--- config.mk ---
export PLATFORM = sky130hd
export DESIGN_NAME = bcd_serial_add_ctrl
export DESIGN_NICKNAME = d
export VERILOG_FILES = /design/src/rtl/bcd_serial_add_ctrl.sv
export SDC_FILE = /design/constraint.sdc
export NUM_CORES = 1
export LEC_CHECK = 0
export CAP_MARGIN = 20
export CORE_ASPECT_RATIO = 0.9
export CORE_MARGIN = 2
export CORE_UTILIZATION = 46
export CTS_CLUSTER_DIAMETER = 60
export CTS_CLUSTER_SIZE = 25
export DETAILED_ROUTE_END_ITERATION = 7
export HOLD_SLACK_MARGIN = 0.1
export PLACE_DENSITY = 0.86
export SETUP_SLACK_MARGIN = 0.1
export SLEW_MARGIN = 20
export SYNTH_ARGS = -nofsm -noshare
export SYNTH_HDL_FRONTEND = slang
export SYNTH_SLANG_ARGS = --single-unit
--- constraint.sdc ---
create_clock -name clk -period 3.7 [get_ports clk]
set_input_delay 0.37 -clock clk [delete_from_list [all_inputs] [get_ports clk]]
set_output_delay 0.37 -clock clk [all_outputs]
set_load 0.05 [all_outputs]
--- src/rtl/bcd_serial_add_ctrl.sv ---
`default_nettype none
// ============================================================================
// Module      : bcd_serial_add_ctrl
// Description : Digit-serial packed-BCD adder controller. It latches two
//               DIGITS-wide operands on start, then adds one digit per clock,
//               least-significant first, rippling the decimal carry through a
//               register. It reports the sum, the final carry and a sticky
//               invalid-digit flag.
// Revision    : 1.0 - initial release
// ============================================================================
module bcd_serial_add_ctrl #(
   parameter int DIGITS = 4,
   parameter int IDX_W  = (DIGITS > 1) ? $clog2(DIGITS) : 1
) (
   input  logic                  clk,
   input  logic                  rst,
   input  logic                  start,
   input  logic [4*DIGITS-1:0]   a,
   input  logic [4*DIGITS-1:0]   b,
   input  logic                  cin,
   output logic                  busy,
   output logic                  done,
   output logic [4*DIGITS-1:0]   sum,
   output logic                  cout,
   output logic                  err,
   output logic [IDX_W-1:0]      digit_idx
);

   typedef enum logic [1:0] {
      ST_IDLE = 2'd0,
      ST_ADD  = 2'd1,
      ST_DONE = 2'd2
   } state_t;

   localparam logic [IDX_W-1:0] c_last_idx = IDX_W'(DIGITS - 1);

   state_t                r_state;
   state_t                w_state_next;
   logic [4*DIGITS-1:0]   r_a;
   logic [4*DIGITS-1:0]   r_b;
   logic                  r_carry;
   logic [4*DIGITS-1:0]   r_sum;
   logic                  r_cout;
   logic                  r_err;
   logic [IDX_W-1:0]      r_idx;

   logic                  w_accept;
   logic                  w_last;
   logic [3:0]            w_a_dig;
   logic [3:0]            w_b_dig;
   logic [4:0]            w_t;
   logic [4:0]            w_t_adj;
   logic [3:0]            w_s;
   logic                  w_c;
   logic                  w_bad_dig;

   assign w_accept = (r_state == ST_IDLE) && start;
   assign w_last   = (r_idx == c_last_idx);

   // Digit pair currently selected by the index register
   assign w_a_dig  = r_a[{r_idx, 2'b00} +: 4];
   assign w_b_dig  = r_b[{r_idx, 2'b00} +: 4];

   // One-digit BCD adder: binary add, then +6 correction when above 9.
   // Invalid input digits still go through the same correction unchanged.
   assign w_t       = {1'b0, w_a_dig} + {1'b0, w_b_dig} + {4'b0000, r_carry};
   assign w_t_adj   = w_t + 5'd6;
   assign w_c       = (w_t > 5'd9);
   assign w_s       = w_c ? w_t_adj[3:0] : w_t[3:0];
   assign w_bad_dig = (w_a_dig > 4'd9) || (w_b_dig > 4'd9);

   // State register
   always_ff @(posedge clk) begin
      if (rst) begin
         r_state <= ST_IDLE;
      end else begin
         r_state <= w_state_next;
      end
   end

   // Next-state decode
   always_comb begin
      w_state_next = r_state;
      case (r_state)
         ST_IDLE: if (start)  w_state_next = ST_ADD;
         ST_ADD:  if (w_last) w_state_next = ST_DONE;
         ST_DONE:             w_state_next = ST_IDLE;
         default:             w_state_next = ST_IDLE;
      endcase
   end

   // Operand capture, digit-serial accumulation and result registers
   always_ff @(posedge clk) begin
      if (rst) begin
         r_a     <= '0;
         r_b     <= '0;
         r_carry <= 1'b0;
         r_sum   <= '0;
         r_cout  <= 1'b0;
         r_err   <= 1'b0;
         r_idx   <= '0;
      end else if (w_accept) begin
         r_a     <= a;
         r_b     <= b;
         r_carry <= cin;
         r_sum   <= '0;
         r_cout  <= 1'b0;
         r_err   <= 1'b0;
         r_idx   <= '0;
      end else if (r_state == ST_ADD) begin
         r_sum[{r_idx, 2'b00} +: 4] <= w_s;
         r_carry                    <= w_c;
         if (w_bad_dig) begin
            r_err <= 1'b1;
         end
         if (w_last) begin
            r_cout <= w_c;
         end else begin
            r_idx  <= r_idx + 1'b1;
         end
      end else if (r_state == ST_DONE) begin
         r_idx <= '0;
      end
   end

   assign busy      = (r_state == ST_ADD);
   assign done      = (r_state == ST_DONE);
   assign sum       = r_sum;
   assign cout      = r_cout;
   assign err       = r_err;
   assign digit_idx = r_idx;

endmodule
`default_nettype wire

Word-level counts from Yosys, hierarchy flattened
Cells that the tools add are included.

Multiplexer cells: 10. Shift-type cells: 4. $add $sub $neg: 5. Reductions and logical operators: 10. Equality and inequality tests: 6. Order comparisons: 3.

Operator list (number): indexed part select 16 x 5 -> 4 bit (2); bitwise mux 16 bit (1); variable shift 4 x 6 -> 16 bit (first input constant) (1); indexed part select 4 x 6 -> 16 bit (1); 2-to-1 mux 2 bit (5); > comparator 4 bit (second input constant) (2); AND reduction 2 bit (4); negator 4 -> 6 bit (1); adder 4 x 4 -> 5 bit (1); adder 5 x 1 -> 5 bit (1); > comparator 5 x 4 -> 1 bit (second input constant) (1); adder 4 x 3 -> 4 bit (second input constant) (1); equality test 2 bit (second input constant) (2); 2-to-1 mux 4 bit (1); inequality test 2 bit (second input constant) (2); one-hot mux 2 bit (2 select lines) (1); nonzero test 2 bit (2); adder 2 x 1 -> 2 bit (second input constant) (1); equality test 2 x 1 -> 1 bit (second input constant) (1); logical NOT 2 bit (1); 2-to-1 mux 1 bit (2); inequality test 2 x 1 -> 1 bit (second input constant) (1); OR reduction 2 bit (1); logical AND 1 bit (1); logical OR 1 bit (1).

Output and inout bits: 22. Input bits: 36. Register bits: 55. Logic and storage cells: 46.

Depth between registers and ports, before layout
Gate-level depths: netlist of the first run.

Word-level depth: 7. Depth in mapped cells: 12. Depth with buffers taken out: 11.

Worst setup path after synthesis of the first run
Ideal clock, no wire load.

Path type: reg-to-reg. Start: register r_idx[0] (netlist: digit_idx[0]). End: register r_sum[10] (netlist: sum[10]). Clock period less this slack: 3.832 ns. Buffers on the path: 1. Cell stages (with the launch flop): 11. Data arrival time: 3.770 ns. Required time: 3.638 ns. Setup slack: -0.132 ns. Setup time: 0.062 ns. Cell sequence: dfxtp_1 -> clkbuf_8 -> mux4_1 -> fa_1 -> inv_1 -> fa_1 -> ha_1 -> a32o_2 -> o31ai_4 -> mux2i_1 -> a32o_1.

Cells in the longest elaborated chain, start to end: 7. Elaborated cells on any way between the ends: 11. Those cells by class: add/sub: 4; order compare: 1; shift: 4; mux: 2.

Ends and longest elaborated chain: start: declaration (line 45) `logic [IDX_W-1:0] r_idx;`; start signal: assignment (line 119) `r_idx <= r_idx + 1'b1;`; indexed part select 16 x 5 -> 4 bit (on tied branches) (line 61, 62); adder 4 x 4 -> 5 bit (line 66) `assign w_t = {1'b0, w_a_dig} + {1'b0, w_b_dig} + {4'b0000, r_carry};`; adder 5 x 1 -> 5 bit (line 66); adder 4 x 3 -> 4 bit / > comparator 5 x 4 -> 1 bit (equally long branches) (line 67, 68); 2-to-1 mux 4 bit (line 69) `assign w_s = w_c ? w_t_adj[3:0] : w_t[3:0];`; indexed part select 4 x 6 -> 16 bit (line 111) `r_sum[{r_idx, 2'b00} +: 4] <= w_s;`; bitwise mux 16 bit (*) (line 111); end signal: indexed assignment (line 111); end: declaration (line 42) `logic [4*DIGITS-1:0] r_sum;`.

Every way passes the cells marked *; elsewhere a longest branch is shown, timed or not. A chain may end at the register's enable or synchronous reset.

Final worst setup path of the first run
Same ends and word-level chain as after synthesis.

==> flow_summary.ini, run 1 <==
[power_and_ir_drop]
power.share.combinational = 0.229
switching_share = 0.313
p_int_mw = 0.883
power_mw = 1.28
power_switching_mw = 0.402
peakVddDrop_uv = 204
clock_power_share = 0.277
pwr_density_cell_mw_per_mm2 = 371
power.leakage_nw = 1.25
p_seq_frac = 0.493

[timing]
holdWs_ps = 457
rsz0062_at_grt = no
slew_headroom = 0.542
finalHoldViolations = 0
tightest_slew_ps = 687
timing.final.ws_setup_ps = 252
setup_viol = 0
clock_skew_ps = 15.8
achievable-frequency_ghz = 0.290
final-max-slew-violation-count = 0
tns_ps = 0
fin_crit_sh = 0.932
fin_crit_ps = 3450

[synthesis]
async_flop_share = 0
yosysTopAreaCellShare = 0.406
synth_ff_type = dfxtp_1
synth.yosys.seq_area_share = 0.406
synthXorXnorAreaFrac = 0.00600
synth_simple_gate_area_frac = 0.209
synthesis.nets = 353
synthMuxAreaShare = 0.0859
synth_area_leaders = dfxtp_1 41%, nand2_1 10%, a21oi_1 8.1%
yosysWarnings = 0
synthTopCellsByCount = 74 x nand2_1, 55 x dfxtp_1, 44 x a21oi_1
ys_seq_elements = 55
synth_edf_count = 0
synth_top_family_by_area = simple AND/OR/NAND/NOR gates
ys_types = 47
postSynthCellCount = 304
synth_most_common_cell = nand2_1
synth_area_leader_cell = dfxtp_1
synth.cell_area_mm2 = 0.00271
syn_avg_cell_area_um2 = 8.91
synth_adder_area_share = 0.0656
synth_compound_area_frac = 0.185

[clock_tree]
clock_sinks = 55
hold_buffers = 0
cts_inserted_buffers = 5
clockRootBuffer = clkbuf_8
cts_max_path_buffers = 2
htreeDepth = 2
tritoncts = done
insertion_delay_ps = 320
clk_pin_slew_ps = 110

[floorplanning]
dieArea_mm2 = 0.00652
die_height_um = 76.8
fp.dieW_um = 84.9
rows = 26
coreArea_mm2 = 0.00569
ios = 58
initial_utilization = 0.476

[job]
maxCapViolCount = 0

[critical_path]
worstPathRequired_ps = 3960
path_class = reg2reg
cp.arrival_ps = 3700
r2r_setup_slack_ps = 250
ff2ff_path_depth = 11
r2r-end = sum[10]
start_kind = flop
rr_startpoint = digit_idx[0]
end_kind = flop
crit_fanout = 6

[routing]
drt-initial-drc-count = 160
routed_wl_um = 6600
drc_errors = 0
met3WireLength_um = 440
ant_nets = 0
drt-vias-per-instance = 5.70
first_pass_iters = 5
wire_per_inst_um = 15.5
top_layer = met4
wl_met1_um = 2890
vias = 2429
wl_met2_um = 3140

[layout]
multi_input_area_mm2 = 0.00153
fin_cells = 426
fillers = 459
area_delta_synth_final_pct = 27.6
postLayoutCellArea_mm2 = 0.00346
drive_above_1_share = 0.0815
utilization = 0.607
num_antenna_cells = 0
ff_latch_area_mm2 = 0.00110
nNetsFinal = 404

[global_routing]
grt_pass1_vias = 2320
grt_pass1_wl_um = 10800
grt_max_degree = 38
grtUsageTotal = 0.205
grt_overflow_total = 0
antenna_found_initial = 0

[place]
placedInstanceArea_mm2 = 0.00332
dp_hpwl_um = 4790
dpl_worst_slack_ps = 185
place_congestion = 0.889
dp_cells = 417
portBuffers = 57

[min_path]
min_from = r_b[11]
hold_depth = 2
hold_path_class = reg2reg
min_to = r_b[11]

[outcome]
outcome = completed
[power by group through the flow]
stage          Clock (mW)  Sequential, mW  Combinational (mW)
6_report            0.356           0.634               0.294
4_1_cts             0.363           0.633               0.276
3_5_place_dp            0           0.647               0.274
2_1_floorplan           0           0.652               0.181
5_1_grt             0.387           0.636               0.321
3_3_place_gp            0           0.646               0.265
[cell type report]
type	instances	area share
Sequential cell	55	0.319
Multi-Input combinational cell	223	0.441
Clock buffer	5	0.0199
Timing Repair Buffer	63	0.178
Inverter	7	0.00760
Clock inverter	3	0.00832
Tap cell	70	0.0253
[kinds of logic after synthesis]
| logic type | after synthesis |
|---|---|
| buffers and inverters | 26 |
| adders and majority gates | 13 |
| and+or+nand+nor | 122 |
| AOI/OAI and AO/OA | 76 |
| muxes | 11 |
| xor gates and xnor gates | 1 |
| DFF | 55 |
[what timing repair did]
item,4_1_cts,5_1_grt
hold endpoints to repair,0,0
endpoints found under the setup margin,0,4
resized for setup,0,5
setup buffers,0,1
[layout by cell type (no fill, tap or decap), types with 2 or more instances in the layout]
cell type	synthesis	routed
clkinv_4	0	2
nand2_1	74	74
mux4_1	6	6
a32oi_1	5	5
a21oi_1	44	44
o32a_1	2	2
a31oi_1	2	2
nand4_1	2	2
nor2_1	19	19
a22oi_1	4	4
nor3_1	2	2
nand3b_1	4	4
a32o_1	4	4
ha_1	11	11
o21ai_0	2	2
inv_1	6	6
o31a_1	2	2
buf_4	0	6
nand2b_1	5	5
o211ai_1	2	2
o31ai_1	2	2
nand3_1	6	6
clkdlybuf4s50_1	0	57
dfxtp_1	55	54
clkbuf_8	1	5
o2bb2ai_1	2	2
mux2i_1	3	2
mux4_2	2	2
[critical path, stage by stage, from the launching register on]
cell     delay, ps
dfxtp_4        410
mux4_1         590
fa_1           400
inv_1           80
fa_2           250
xor2_4         260
ha_1           190
nand2_1         70
a32o_2         270
o31ai_4        300
mux2i_4        340
a32o_1         200
[sequential cells by signal, summed over array words and instances (netlist names)]
signal	flops
err	1
r_state	2
r_carry	1
r_b	16
sum	16
digit_idx	2
r_a	16
cout	1
[worst max path at each step]
stage	startpoint	cells past startpoint	slack (ps)	to
3_5_place_dp	digit_idx[0]	11	180	sum[10]
2_1_floorplan	digit_idx[0]	10	140	sum[10]
3_3_place_gp	digit_idx[0]	11	360	sum[2]
6_report	digit_idx[0]	11	250	sum[10]
4_1_cts	digit_idx[0]	11	140	sum[10]
5_1_grt	digit_idx[0]	11	70	sum[10]
[layer usage]
layer | up-vias | track usage
li1 | 1178 | -
met2 | 86 | 0.341
met5 | - | 0
met1 | 1153 | 0.266
met3 | 12 | 0.0388
met4 | 0 | 0.0698
No activity file was read; power rests on OpenSTA's default activity.
==> run 2: changes to the inputs <==
CORE_UTILIZATION = 50   (was 46)
PLACE_DENSITY = 0.89   (was 0.86)
clock period = 3.2 ns   (was 3.7 ns; I/O delays follow)
==> run 2 against run 1 <==
  * The flow now finishes with violations (setup timing)
  * Worst setup slack got worse by 270 ps
  * Fmax rose by 7.3%
  * Register-to-register slack got worse by 270 ps
  * Clock skew down 10 ps
  * Clock power grew 33%
  * Non-clock buffer count increased by 14
  * First-iteration DRC count up 19%
  * Total power grew 25%
  * Via count is 3.0% higher
  * Largest power group unchanged
  * Highest routed layer unchanged
==> flow_summary.ini, run 2 (synthesized netlist as in run 1, its figures left out) <==
[outcome]
outcome = finished with violations
violations = setup timing

[routing]
first_pass_iters = 5
routed_wl_um = 6660
drt-initial-drc-count = 190
wire_per_inst_um = 15.2
ant_nets = 0
drc_errors = 0
drt-vias-per-instance = 5.72
vias = 2501

[layout]
postLayoutCellArea_mm2 = 0.00360
layout_common_cells = 73 x nand2_1, 57 x clkdlybuf4s50_1, 53 x dfxtp_1
nNetsFinal = 418
ff_latch_area_mm2 = 0.00111
area_delta_synth_final_pct = 33.0
num_antenna_cells = 0
final_common_cell = nand2_1
fillers = 385
drive_above_1_share = 0.146
multi_input_area_mm2 = 0.00155

[place]
place_congestion = 0.865
dp_hpwl_um = 4770
portBuffers = 57
placedInstanceArea_mm2 = 0.00341

[timing]
finalHoldViolations = 0
tightest_slew_ps = 588
rsz0062_at_grt = yes
fin_crit_sh = 1.00
fin_crit_ps = 3210
achievable-frequency_ghz = 0.311
final-max-slew-violation-count = 0
slew_headroom = 0.608
setup_viol = 1
timing.final.ws_setup_ps = -15.0
clock_skew_ps = 5.72

[floorplanning]
rows = 25
die_height_um = 73.8
coreArea_mm2 = 0.00526
initial_utilization = 0.516
ios = 58
dieArea_mm2 = 0.00603
fp.dieW_um = 81.6

[clock_tree]
cts_inserted_buffers = 5
tritoncts = done
clock_sinks = 55
insertion_delay_ps = 310
hold_buffers = 0
clk_pin_slew_ps = 100
clockRootBuffer = clkbuf_8
htreeDepth = 2
cts_max_path_buffers = 2

[critical_path]
end_kind = flop
crit_top_cell = fa_2
crit_family = multiplexers
slowest_delay_ps = 530
worstPathBufferInverterCount = 1
worstPathRequired_ps = 3450
path_class = reg2reg
start_kind = flop
crit_slowest_cell = mux4_2
cp.arrival_ps = 3470
crit_fanout = 7
path_cells = mux4_2 > fa_2 > inv_2 > fa_2 > xor2_4 > ha_2 > nand2_2 > a32o_2 > o31ai_4 > mux2i_4 > a32o_1

[global_routing]
grt_overflow_total = 0
grt_pass1_wl_um = 10500
grt_max_degree = 37
grtUsageTotal = 0.225
antenna_found_initial = 0
grt_pass1_vias = 2408

[power_and_ir_drop]
peakVddDrop_uv = 223
power.leakage_nw = 1.32
pwr_density_cell_mw_per_mm2 = 446
power_mw = 1.61

[min_path]
hold_path_class = reg2reg

[job]
maxCapViolCount = 0
[run 2: cell count changes in the layout (fill, tap and decap cells not counted), moves of 2 or more]
cell      change
a21oi_1       -2
a21oi_2       +2
buf_4        +14
clkinv_4      -2
ha_1          -2
ha_2          +2
[run 2: layout make-up]
type,instances,share of cell area
clock buffers,6,0.0229
clock inverters,2,0.00972
inverters,7,0.00729
multi-input cells,223,0.430
flip-flops and latches,55,0.307
well taps,67,0.0233
repair buffers,77,0.200
[run 2: path summary, 6_finish.rpt]
| check | start | endpoint | slack (ps) | cells after the start |
|---|---|---|---|---|
| max | digit_idx[0] | sum[10] | -10 | 11 |
| min reg2reg | r_a[10] | r_a[10] | 460 | 2 |
| min | r_a[10] | r_a[10] | 460 | 2 |
| max reg2reg | digit_idx[0] | sum[10] | -10 | 11 |
[run 2: repair_timing]
| action | 4_1_cts | 5_1_grt |
|---|---|---|
| pin swaps | 6 | 2 |
| setup buffers | 4 | 5 |
| setup endpoints to repair | 4 | 12 |
| gates resized for setup | 1 | 5 |
| hold endpoints to repair | 0 | 0 |
[run 2: metrics by stage]
stage	cells	util	setup TNS [ps]	hold WS (ps)	setup WS, ps
5_1_grt	437	0.686	-345	486	-119
3_5_place_dp	422	0.648	-81.6	445	-38.8
2_1_floorplan	304	-	-659	432	-183
4_1_cts	434	0.677	0	458	12.4
6_report	437	0.686	-15.0	457	-15.0
3_3_place_gp	422	0.648	0	442	57.5
[run 2: layer usage]
layer  vias up  track usage  share of wire
li1       1207            -              -
met1      1190        0.263           0.43
met2        87        0.393           0.51
met3        17       0.0491          0.046
met4         0        0.104          0.022
met5         -            0              0
[run 2: power by group]
part	switching [mW]	internal [mW]	leakage (nW)	total [mW]
clock	0.220	0.253	0.0612	0.473
combinational	0.213	0.189	0.809	0.402
sequential	0.0197	0.714	0.450	0.733
[run 2: worst register-to-register path, cell delays in order (launching register included)]
cell and delay [ps]:
dfxtp_4 410, mux4_2 530, fa_2 400, inv_2 80
fa_2 250, xor2_4 200, ha_2 200, nand2_2 60
a32o_2 250, o31ai_4 270, mux2i_4 330, a32o_1 200
==> run 3: changes to the inputs <==
CTS_CLUSTER_DIAMETER = 30   (was 60)
==> results of run 3 <==
Same layout as run 2: the final DEF is identical, and so are final timing and power.
